### src/rtl/kbd_music_ctrl_gen.sv
// Keyboard-to-player control: turns ASCII key presses into direction, pause,
// restart and playback-rate controls, executing each press once on a music tick.
module kbd_music_ctrl_gen #(
  parameter int unsigned        SPEED_W       = 8,
  parameter logic [SPEED_W-1:0] SPEED_DEFAULT = 8'd64,
  parameter logic [SPEED_W-1:0] SPEED_MIN     = 8'd16,
  parameter logic [SPEED_W-1:0] SPEED_MAX     = 8'd192,
  parameter logic [SPEED_W-1:0] SPEED_STEP    = 8'd8,
  parameter int unsigned        RESTART_TICKS = 2,
  parameter bit                 CASE_FOLD     = 1'b1
) (
  input  logic               clk,
  input  logic               reset,
  input  logic               tick,
  input  logic [7:0]         kbd_received_ascii_code,
  input  logic               update_code,
  output logic               increment,
  output logic               pause,
  output logic               restart,
  output logic [SPEED_W-1:0] speed_div,
  output logic               cmd_done
);

  localparam int unsigned CNT_W = (RESTART_TICKS > 1) ? $clog2(RESTART_TICKS) : 1;
  localparam int unsigned EXT_W = SPEED_W + 1;
  localparam logic [CNT_W-1:0] CNT_LOAD = CNT_W'(RESTART_TICKS - 1);

  typedef enum logic {
    ST_RUN = 1'b0,
    ST_RST = 1'b1
  } state_e;

  state_e             state_q, state_d;
  logic [CNT_W-1:0]   cnt_q, cnt_d;
  logic [7:0]         pend_code_q, pend_code_d;
  logic               pend_valid_q, pend_valid_d;
  logic               increment_q, increment_d;
  logic               pause_q, pause_d;
  logic [SPEED_W-1:0] speed_q, speed_d;
  logic               cmd_done_q, cmd_done_d;

  logic [7:0]         code_fold_c;
  logic [7:0]         cmd_code_c;
  logic               cmd_valid_c;
  logic               restart_go_c;
  logic [EXT_W-1:0]   spd_ext_c, spd_sum_c, spd_floor_c;
  logic [SPEED_W-1:0] spd_faster_c, spd_slower_c;

  // Optional lowercase-to-uppercase folding of the incoming key code
  always_comb begin
    code_fold_c = kbd_received_ascii_code;
    if (CASE_FOLD && (kbd_received_ascii_code >= 8'h61) && (kbd_received_ascii_code <= 8'h7A)) begin
      code_fold_c = kbd_received_ascii_code - 8'h20;
    end
  end

  // Command candidate: a key arriving on the tick bypasses the pending register
  always_comb begin
    cmd_valid_c = tick & (update_code | pend_valid_q);
    cmd_code_c  = update_code ? code_fold_c : pend_code_q;
  end

  // Saturating tempo arithmetic in one extra bit so nothing wraps
  always_comb begin
    spd_ext_c    = {1'b0, speed_q};
    spd_sum_c    = spd_ext_c + EXT_W'(SPEED_STEP);
    spd_floor_c  = EXT_W'(SPEED_STEP) + EXT_W'(SPEED_MIN);
    spd_faster_c = (spd_ext_c < spd_floor_c) ? SPEED_MIN : (speed_q - SPEED_STEP);
    spd_slower_c = (spd_sum_c > EXT_W'(SPEED_MAX)) ? SPEED_MAX : spd_sum_c[SPEED_W-1:0];
  end

  // Next-state: pending capture, key decode and restart FSM
  always_comb begin
    pend_code_d  = pend_code_q;
    pend_valid_d = pend_valid_q;
    increment_d  = increment_q;
    pause_d      = pause_q;
    speed_d      = speed_q;
    cmd_done_d   = 1'b0;
    restart_go_c = 1'b0;
    state_d      = state_q;
    cnt_d        = cnt_q;

    if (tick) begin
      pend_valid_d = 1'b0;
    end else if (update_code) begin
      pend_valid_d = 1'b1;
      pend_code_d  = code_fold_c;
    end

    if (cmd_valid_c) begin
      cmd_done_d = 1'b1;
      case (cmd_code_c)
        8'h45:   pause_d      = 1'b0;
        8'h44:   pause_d      = 1'b1;
        8'h46:   increment_d  = 1'b1;
        8'h42:   increment_d  = 1'b0;
        8'h52:   restart_go_c = 1'b1;
        8'h55:   speed_d      = spd_faster_c;
        8'h4C:   speed_d      = spd_slower_c;
        8'h4E:   speed_d      = SPEED_DEFAULT;
        default: cmd_done_d   = 1'b0;
      endcase
    end

    case (state_q)
      ST_RUN: begin
        if (restart_go_c) begin
          state_d = ST_RST;
          cnt_d   = CNT_LOAD;
        end
      end
      ST_RST: begin
        if (restart_go_c) begin
          cnt_d = CNT_LOAD;
        end else if (tick) begin
          if (cnt_q == '0) begin
            state_d = ST_RUN;
          end else begin
            cnt_d = cnt_q - CNT_W'(1);
          end
        end
      end
      default: state_d = ST_RUN;
    endcase
  end

  // State registers with synchronous active-low reset
  always_ff @(posedge clk) begin
    if (!reset) begin
      state_q      <= ST_RUN;
      cnt_q        <= '0;
      pend_code_q  <= '0;
      pend_valid_q <= 1'b0;
      increment_q  <= 1'b1;
      pause_q      <= 1'b1;
      speed_q      <= SPEED_DEFAULT;
      cmd_done_q   <= 1'b0;
    end else begin
      state_q      <= state_d;
      cnt_q        <= cnt_d;
      pend_code_q  <= pend_code_d;
      pend_valid_q <= pend_valid_d;
      increment_q  <= increment_d;
      pause_q      <= pause_d;
      speed_q      <= speed_d;
      cmd_done_q   <= cmd_done_d;
    end
  end

  assign increment = increment_q;
  assign pause     = pause_q;
  assign restart   = (state_q == ST_RST);
  assign speed_div = speed_q;
  assign cmd_done  = cmd_done_q;

endmodule

### config.mk
export PLATFORM = sky130hd
export DESIGN_NAME = kbd_music_ctrl_gen
export DESIGN_NICKNAME = d
export VERILOG_FILES = /design/src/rtl/kbd_music_ctrl_gen.sv
export SDC_FILE = /design/constraint.sdc
export NUM_CORES = 1
export LEC_CHECK = 0
export ABC_AREA = 0
export CAP_MARGIN = 40
export CORE_UTILIZATION = 25
export CTS_CLUSTER_DIAMETER = 40
export DETAILED_ROUTE_END_ITERATION = 6
export DONT_BUFFER_PORTS = 1
export PLACE_DENSITY = 0.38
export SLEW_MARGIN = 20
export SYNTH_ARGS = -nofsm -noshare
export SYNTH_HDL_FRONTEND = slang
export SYNTH_SLANG_ARGS = --single-unit
export TNS_END_PERCENT = 50
### constraint.sdc
create_clock -name clk -period 3 [get_ports clk]
set_input_delay 0.9 -clock clk [delete_from_list [all_inputs] [get_ports clk]]
set_output_delay 0.9 -clock clk [all_outputs]
set_load 0.02 [all_outputs]
=== Word-level counts from Yosys, hierarchy flattened ===
Cells that the tools add are included.

* Input port bits: 12
* Bits in registers: 22
* Output and inout port bits: 12
* Word-level logic and storage cells: 61

* Eq/ne operators: 10
* Magnitude comparators: 4
* Mux-type cells: 20
* Reduce and logical (&&, ||, !) cells: 11
* Bitwise logic cells: 4
* $add $sub $neg: 4

{| class="wikitable"
|+ Operators with widths
! operator !! number
|-
| $eq 8x7->1 const B || 8
|-
| $mux 8 || 4
|-
| $pmux 8 s3 || 1
|-
| $mux 1 || 11
|-
| $reduce_and 2->1 || 5
|-
| $add 8x4->9 const B || 1
|-
| $gt 9x8->1 const B || 1
|-
| $ge 8x7->1 const B || 1
|-
| $le 8x7->1 const B || 1
|-
| $lt 8x5->1 const B || 1
|-
| $pmux 1 s2 || 4
|-
| $reduce_or 8->1 || 1
|-
| $sub 8x4->8 const B || 1
|-
| $sub 8x6->8 const B || 1
|-
| $reduce_bool 2->1 || 2
|-
| $ne 3x2->1 const B || 1
|-
| $reduce_bool 3->1 || 1
|-
| $ne 2x2->1 const B || 1
|-
| $not 1->1 || 2
|-
| $reduce_or 2->1 || 1
|-
| $and 1x1->1 || 1
|-
| $logic_and 1x1->1 || 1
|-
| $or 1x1->1 || 1
|-
| $sub 1x1->1 const B || 1
|}

=== Logic depth before layout (Yosys ltp) ===
Gate-level depths: netlist of the first run.

* Word-level depth: 9
* Mapped depth: 8
* Depth with buffers taken out: 8

=== Least setup slack after synthesis of the first run ===
OpenSTA, ideal clock, no wires.

* Path kind: input to register
* From: input port kbd_received_ascii_code[5]
* To: register speed_q[3], in the netlist speed_div[3]
* Arrival: 2,522 ps
* Path buffers: 0
* Stages: 8
* Data required time: 2,916 ps
* Library setup time: 84 ps
* Slack: 393 ps
* Path through: inv_1 -> ha_1 -> nor3b_1 -> nand3_1 -> o31ai_4 -> nand3_4 -> or3_1 -> o31ai_2

* Word-level cells in the longest chain between the ends: 7
* Elaborated cells between the ends (all ways): 12
* Classes of those cells: 1 x add/sub; 2 x order compare; 3 x eq/ne; 3 x mux; 3 x reduce/logical

{| class="wikitable"
|+ Ends and longest elaborated chain
! element !! RTL line !! source
|-
| start, declared || 15 || <nowiki>input logic [7:0] kbd_received_ascii_code,</nowiki>
|-
| $ge 8x7->1 / $le 8x7->1 (equally long branches) || 52 || <nowiki>if (CASE_FOLD && (kbd_received_ascii_code >= 8'h61) && (kbd_received_ascii_code <= 8'h7A)) begin</nowiki>
|-
| $logic_and 1x1->1 || 52 ||
|-
| $mux 8 * || 52 ||
|-
| $mux 8 * || n/a ||
|-
| $eq 8x7->1 || 93 || <nowiki>case (cmd_code_c)</nowiki>
|-
| $reduce_bool 3->1 (no line) || n/a ||
|-
| $reduce_and 2->1 (no line) || n/a ||
|-
| end signal, assigned || 146 || <nowiki>speed_q <= speed_d;</nowiki>
|-
| end, declared || 39 || <nowiki>logic [SPEED_W-1:0] speed_q, speed_d;</nowiki>
|}

Every way passes the cells marked *; elsewhere a longest branch is shown, timed or not.
A chain may end at the register's enable or synchronous reset.

=== Worst setup path in the final report of the first run ===
Ends and elaborated chain as after synthesis.

==> impl_metrics.tcl, run 1 <==
set metrics [dict create \
    ir_worst_vdd_uv 135.8 \
    vias_per_cell 5.055 \
    synth.cell_area_sq_um 1296 \
    cts_max_path_buffers 2 \
    timing.final.setup_violations 0 \
    cts_num_sinks 19 \
    timing.critical_path.required_ns 3.18 \
    clk_latency_ns 0.26 \
    synthFlopType "sky130_fd_sc_hd__dfxtp_1" \
    grt_start_max_net_pins 19 \
    post-route-min-period_ns 2.515 \
    timing_hold_violations_final 0 \
    timing.hold.ws_ns 0.4641 \
    outcome "complete, no violations" \
    worstHoldPathType "flip-flop to flip-flop" \
    post_route_cells_drive_above_1_share_pct 8.284 \
    fraction_of_registers_with_async_set_reset_pct 0 \
    layout.nets 185 \
    placement.cell_area_sq_um 1343 \
    grt_setup_unrepaired "no" \
    final_antenna_net_count 0 \
    cts_inserted_buffers 3 \
    vias 1193 \
    avgSynthCellArea_sq_um 7.580 \
    synth-seq-area-share_pct 29.34 \
    cts.reportedPaths.clkPinSlew_ns 0.08 \
    cts.repair_timing.setup_buffer_count 0 \
    timing.max_slew.rel_slack_pct 65.11 \
    cap_violations 0 \
    groute.usage.overall_pct 13.30 \
    maxClockFrequency_ghz 0.3976 \
    gpl.final_weighted_congestion 0.8112 \
    worst_hold_startpoint "cnt_q" \
    totalWireLength_mm 3.384 \
    synthesis.instances 171 \
    drt_first_iter_violations 63 \
    final_max_slew_viol_count 0 \
    power.density_nw_per_um2 379.5 \
    layout.cell_area.non_filler_sq_um 1389 \
    chipWidth_um 74.01 \
    cts_hold_repair.buffers 0 \
    first_global_vias 1133 \
    drt_first_pass_iters 4 \
    io_pins 24 \
    worstSetupStartpoint "kbd_received_ascii_code[5]" \
    place.port_buffers 0 \
    synth_seq_cells 19 \
    fp.dieH_um 74.01 \
    critPathArrivalTime_ns 2.70 \
    clock_tree_from_tritoncts "yes" \
    leakagePower_uw 0.0005438 \
    dp_hpwl_mm 2.567 \
    diodes 0 \
    flow.area_growth_from_synthesis_pct 7.143 \
    finClkSkew_ns 0.003938 \
    root_buffer "sky130_fd_sc_hd__clkbuf_8" \
    wire_per_inst_um 14.34 \
    design.die.area_sq_um 5477 \
    globalRoute.totalOverflow 0 \
    worstSetupPathType "input pin to flip-flop" \
    number_of_warnings_issued_by_yosys 0 \
    number_of_enable_type_register_cells_in_the_synthesized_netlist 0 \
    clock_tree.htree_level_count 1 \
    crit_path_end_kind "flip-flop" \
    antenna_found_initial 0 \
    core_region_area_sq_um 4848 \
    yosysUniqueCellTypes 44 \
    initial_core_util_pct 26.74 \
    grt_first_pass_wirelength_mm 5.554 \
    tightestPinTransition_ns 0.5226 \
    drc 0 \
    fin_setup_tns_ns 0 \
    final_core_util_pct 28.65 \
    worstPathMaxFanout 9 \
    post_cts.resized_instances 0 \
    total_power_uw 527.1 \
    row_count 25 \
    reg2reg_from "pend_code_q[4]" \
    critical_path.startpoint_type "input pin" \
    layout_worst_path_cycle_share_pct 83.84 \
]
-- registers in the layout (all words and copies together) (netlist names) --
| signal | count |
|---|---|
| restart | 1 |
| cnt_q | 1 |
| cmd_done | 1 |
| pend_valid_q | 1 |
| pend_code_q | 8 |
| speed_div | 5 |
| increment | 1 |
| pause | 1 |
-- cells by family after synthesis --
family | count (synthesis) | synth area share, %
compound gates | 41 | 21.24
xor+xnor | 1 | 0.6758
mux | 10 | 8.591
buf+inv | 17 | 6.371
other cells | 1 | 0.2893
fa+ha+maj | 3 | 2.896
flops | 19 | 29.34
simple gates | 79 | 30.60
-- placed cells by master (no fill, tap or decap), types with 3 or more instances in the layout --
master,instances
sky130_fd_sc_hd__clkbuf_8,3
sky130_fd_sc_hd__o21ai_0,5
sky130_fd_sc_hd__o21ai_1,3
sky130_fd_sc_hd__nor2b_1,4
sky130_fd_sc_hd__inv_1,8
sky130_fd_sc_hd__dfxtp_1,19
sky130_fd_sc_hd__nand3_1,8
sky130_fd_sc_hd__o211ai_1,3
sky130_fd_sc_hd__ha_1,3
sky130_fd_sc_hd__mux2i_1,7
sky130_fd_sc_hd__conb_1,3
sky130_fd_sc_hd__a21oi_1,16
sky130_fd_sc_hd__and3_1,3
sky130_fd_sc_hd__nor2_1,19
sky130_fd_sc_hd__nor3_1,3
sky130_fd_sc_hd__nand2_1,28
-- worst paths after layout --
check	to	slack (ns)	cells after the start
max	speed_div[3]	0.48	8
min	cnt_q	0.46	2
max reg2reg	speed_div[3]	1.16	6
min reg2reg	cnt_q	0.46	2
-- layer usage --
metal  track usage [%]  up-vias  share of wire [%]
li1                  -      607                  -
met1             16.57      554                 45
met2             22.83       26                 49
met3             2.439        6                5.0
met4             4.915        0                1.5
met5                 0        -                  0
-- area by class of cell --
| type | instances | area [sq um] |
|---|---|---|
| clock inverters | 1 | 5.005 |
| well taps | 67 | 83.83 |
| clock buffers | 3 | 41.29 |
| repair buffers | 1 | 7.507 |
| fillers | 531 | 3460 |
| multi-input cells | 137 | 840.8 |
| inverters | 8 | 30.03 |
| flip-flops and latches | 19 | 380.4 |
-- per-stage QoR --
stage                     setup WS [ns]  instances
after CTS                        0.4750        236
after global routing             0.3586        236
after global placement           0.2262        232
after detailed placement         0.2036        232
final                            0.4847        236
after floorplan                  0.3935        173
-- critical path, cell delays in order --
cell	delay, ns
sky130_fd_sc_hd__inv_1	0.03
sky130_fd_sc_hd__ha_1	0.30
sky130_fd_sc_hd__nor3b_1	0.27
sky130_fd_sc_hd__nand3_1	0.16
sky130_fd_sc_hd__o31ai_4	0.33
sky130_fd_sc_hd__nand3_4	0.18
sky130_fd_sc_hd__or3_1	0.35
sky130_fd_sc_hd__o31ai_2	0.17
-- synth_stat cells (3+ instances only) --
cell type	instances	area share (%)
sky130_fd_sc_hd__nor2_1	19	5.5
sky130_fd_sc_hd__nand2_1	28	8.1
sky130_fd_sc_hd__nand3_1	8	3.1
sky130_fd_sc_hd__dfxtp_1	19	29
sky130_fd_sc_hd__o21ai_0	5	1.9
sky130_fd_sc_hd__nor2b_1	4	1.9
sky130_fd_sc_hd__clkbuf_1	5	1.4
sky130_fd_sc_hd__nor3_1	3	1.2
sky130_fd_sc_hd__buf_4	3	1.7
sky130_fd_sc_hd__o211ai_1	3	1.7
sky130_fd_sc_hd__ha_1	3	2.9
sky130_fd_sc_hd__mux2i_1	7	5.4
sky130_fd_sc_hd__o21ai_1	3	1.2
sky130_fd_sc_hd__and3_1	3	1.4
sky130_fd_sc_hd__inv_1	8	2.3
sky130_fd_sc_hd__a21oi_1	16	6.2
-- power breakdown --
group          internal (uW)  switching [uW]  leakage, uW
sequential               258            4.93     0.000154
combinational           29.0            43.3     0.000364
clock                   92.6            98.8    0.0000255
Note: power is estimated with default switching activity, not from simulation.
==> run 2, diff against run 1 <==
- PLACE_DENSITY: 0.38 -> 0.4
- clock period: 3 -> 2.2 ns (I/O delays scaled with it)
==> impl_metrics.tcl, run 2 (synthesis gave the netlist of run 1 again) <==
set metrics [dict create \
    grt_setup_unrepaired "no" \
    cts_inserted_buffers 3 \
    clock_tree.htree_level_count 1 \
    most_common_cell_after_layout_fill_and_taps_aside "sky130_fd_sc_hd__nand2_1" \
    maxClockFrequency_ghz 0.4957 \
    globalRoute.totalOverflow 0 \
    antenna_found_initial 0 \
    cts.repair_timing.setup_buffer_count 0 \
    timing.final.setup_violations 0 \
    fill_count 541 \
    vias 1218 \
    cts_max_path_buffers 2 \
    dp_hpwl_mm 2.759 \
    layout_worst_path_cycle_share_pct 91.69 \
    vias_per_cell 4.872 \
    ir_worst_vdd_uv 281.7 \
    design.die.area_sq_um 5477 \
    worstPathMaxFanout 3 \
    cts_num_sinks 19 \
    row_count 25 \
    fin_setup_tns_ns 0 \
    cts.reportedPaths.clkPinSlew_ns 0.08 \
    timing_hold_violations_final 0 \
    leakagePower_uw 0.0006061 \
    clock_tree_from_tritoncts "yes" \
    clk_latency_ns 0.26 \
    worstSetupPathType "input pin to flip-flop" \
    post_cts.resized_instances 0 \
    registers.top_by_ff_count "pend_code_q" \
    totalWireLength_mm 3.503 \
    place.port_buffers 0 \
    initial_core_util_pct 26.74 \
    grt_first_pass_wirelength_mm 5.802 \
    finClkSkew_ns 0.008655 \
    power.density_nw_per_um2 486.1 \
    chipWidth_um 74.01 \
    grt_start_max_net_pins 19 \
    fp.dieH_um 74.01 \
    worstHoldPathType "input pin to flip-flop" \
    cap_violations 0 \
    critical_path.startpoint_type "input pin" \
    gpl.final_weighted_congestion 0.8122 \
    outcome "complete, no violations" \
    largest_register_ffs 8 \
    timing.critical_path.required_ns 2.38 \
    placement.cell_area_sq_um 1465 \
    post-route-min-period_ns 2.017 \
    core_region_area_sq_um 4848 \
    drt_first_pass_iters 4 \
    final_core_util_pct 31.23 \
    post_route_cells_drive_above_1_share_pct 17.49 \
    layout.nets 199 \
    pre_cts_slack_ns -0.1023 \
    flow.area_growth_from_synthesis_pct 16.80 \
    tightestPinTransition_ns 0.5230 \
    wire_per_inst_um 14.01 \
    final_antenna_net_count 0 \
    final.setup.worst_slack_ns 0.1827 \
    groute.usage.overall_pct 13.98 \
    crit_path_end_kind "flip-flop" \
    first_global_vias 1175 \
    timing.max_slew.rel_slack_pct 65.09 \
    cts_hold_repair.buffers 0 \
    layout.cells.most_common_list "sky130_fd_sc_hd__nand2_1 (28), sky130_fd_sc_hd__nor2_1 (19), sky130_fd_sc_hd__dfxtp_1 (19)" \
    final_max_slew_viol_count 0 \
    diodes 0 \
    drc 0 \
    io_pins 24 \
    critPathArrivalTime_ns 2.19 \
    drt_first_iter_violations 34 \
    layout.cell_area.non_filler_sq_um 1514 \
    root_buffer "sky130_fd_sc_hd__clkbuf_8" \
]
-- run 2: cell types whose count changed in the layout (fill, tap and decap cells not counted), sizes merged --
cell,change
buf,+14
clkinv,-1
clkinvlp,+1
-- run 2: per-stage QoR --
stage	hold WS, ns	power, uW	std cells
final	0.4582	735.9	250
after global routing	0.4481	775.6	250
after CTS	0.4487	753.6	250
after detailed placement	0.4568	488.2	246
after global placement	0.4455	488.2	246
after floorplan	0.4338	465.7	173
-- run 2: critical path, cell delays in order --
cell                      delay [ns]
sky130_fd_sc_hd__inv_2          0.06
sky130_fd_sc_hd__ha_4           0.20
sky130_fd_sc_hd__nor3b_2        0.18
sky130_fd_sc_hd__nand3_1        0.14
sky130_fd_sc_hd__o31ai_4        0.29
sky130_fd_sc_hd__nand3_4        0.09
sky130_fd_sc_hd__or3_1          0.36
sky130_fd_sc_hd__o31ai_2        0.21
-- run 2: routing by layer --
layer / track usage, % / vias to the layer above / share of wire, %
li1: - / 632 / -
met2: 24.85 / 24 / 51
met5: 0 / - / 0
met1: 16.89 / 560 / 44
met3: 3.930 / 2 / 4.8
met4: 2.564 / 0 / 0.49
-- run 2: cell type report --
| type | instances | area (sq um) | area share (%) |
|---|---|---|---|
| clock buffers | 3 | 41.29 | 2.727 |
| repair buffers | 15 | 112.6 | 7.438 |
| clock inverters | 1 | 7.507 | 0.4959 |
| well taps | 67 | 83.83 | 5.537 |
| multi-input cells | 137 | 858.3 | 56.69 |
| inverters | 8 | 30.03 | 1.983 |
| flip-flops and latches | 19 | 380.4 | 25.12 |
-- run 2: worst paths after layout --
kind / to / cells after the start / slack [ns] / start
hold / removal: increment / 1 / 0.46 / reset
hold reg to reg: pend_code_q[4] / 2 / 0.46 / pend_code_q[4]
setup / recovery: speed_div[3] / 8 / 0.18 / kbd_received_ascii_code[6]
setup reg to reg: speed_div[3] / 6 / 0.38 / pend_code_q[0]
-- run 2: report_power, final --
| group | internal [uW] | total (uW) | switching, uW |
|---|---|---|---|
| Clock | 128 | 257 | 129 |
| Sequential | 352 | 359 | 6.18 |
| Combinational | 55.8 | 121 | 64.9 |
| Total | 536 | 736 | 200 |
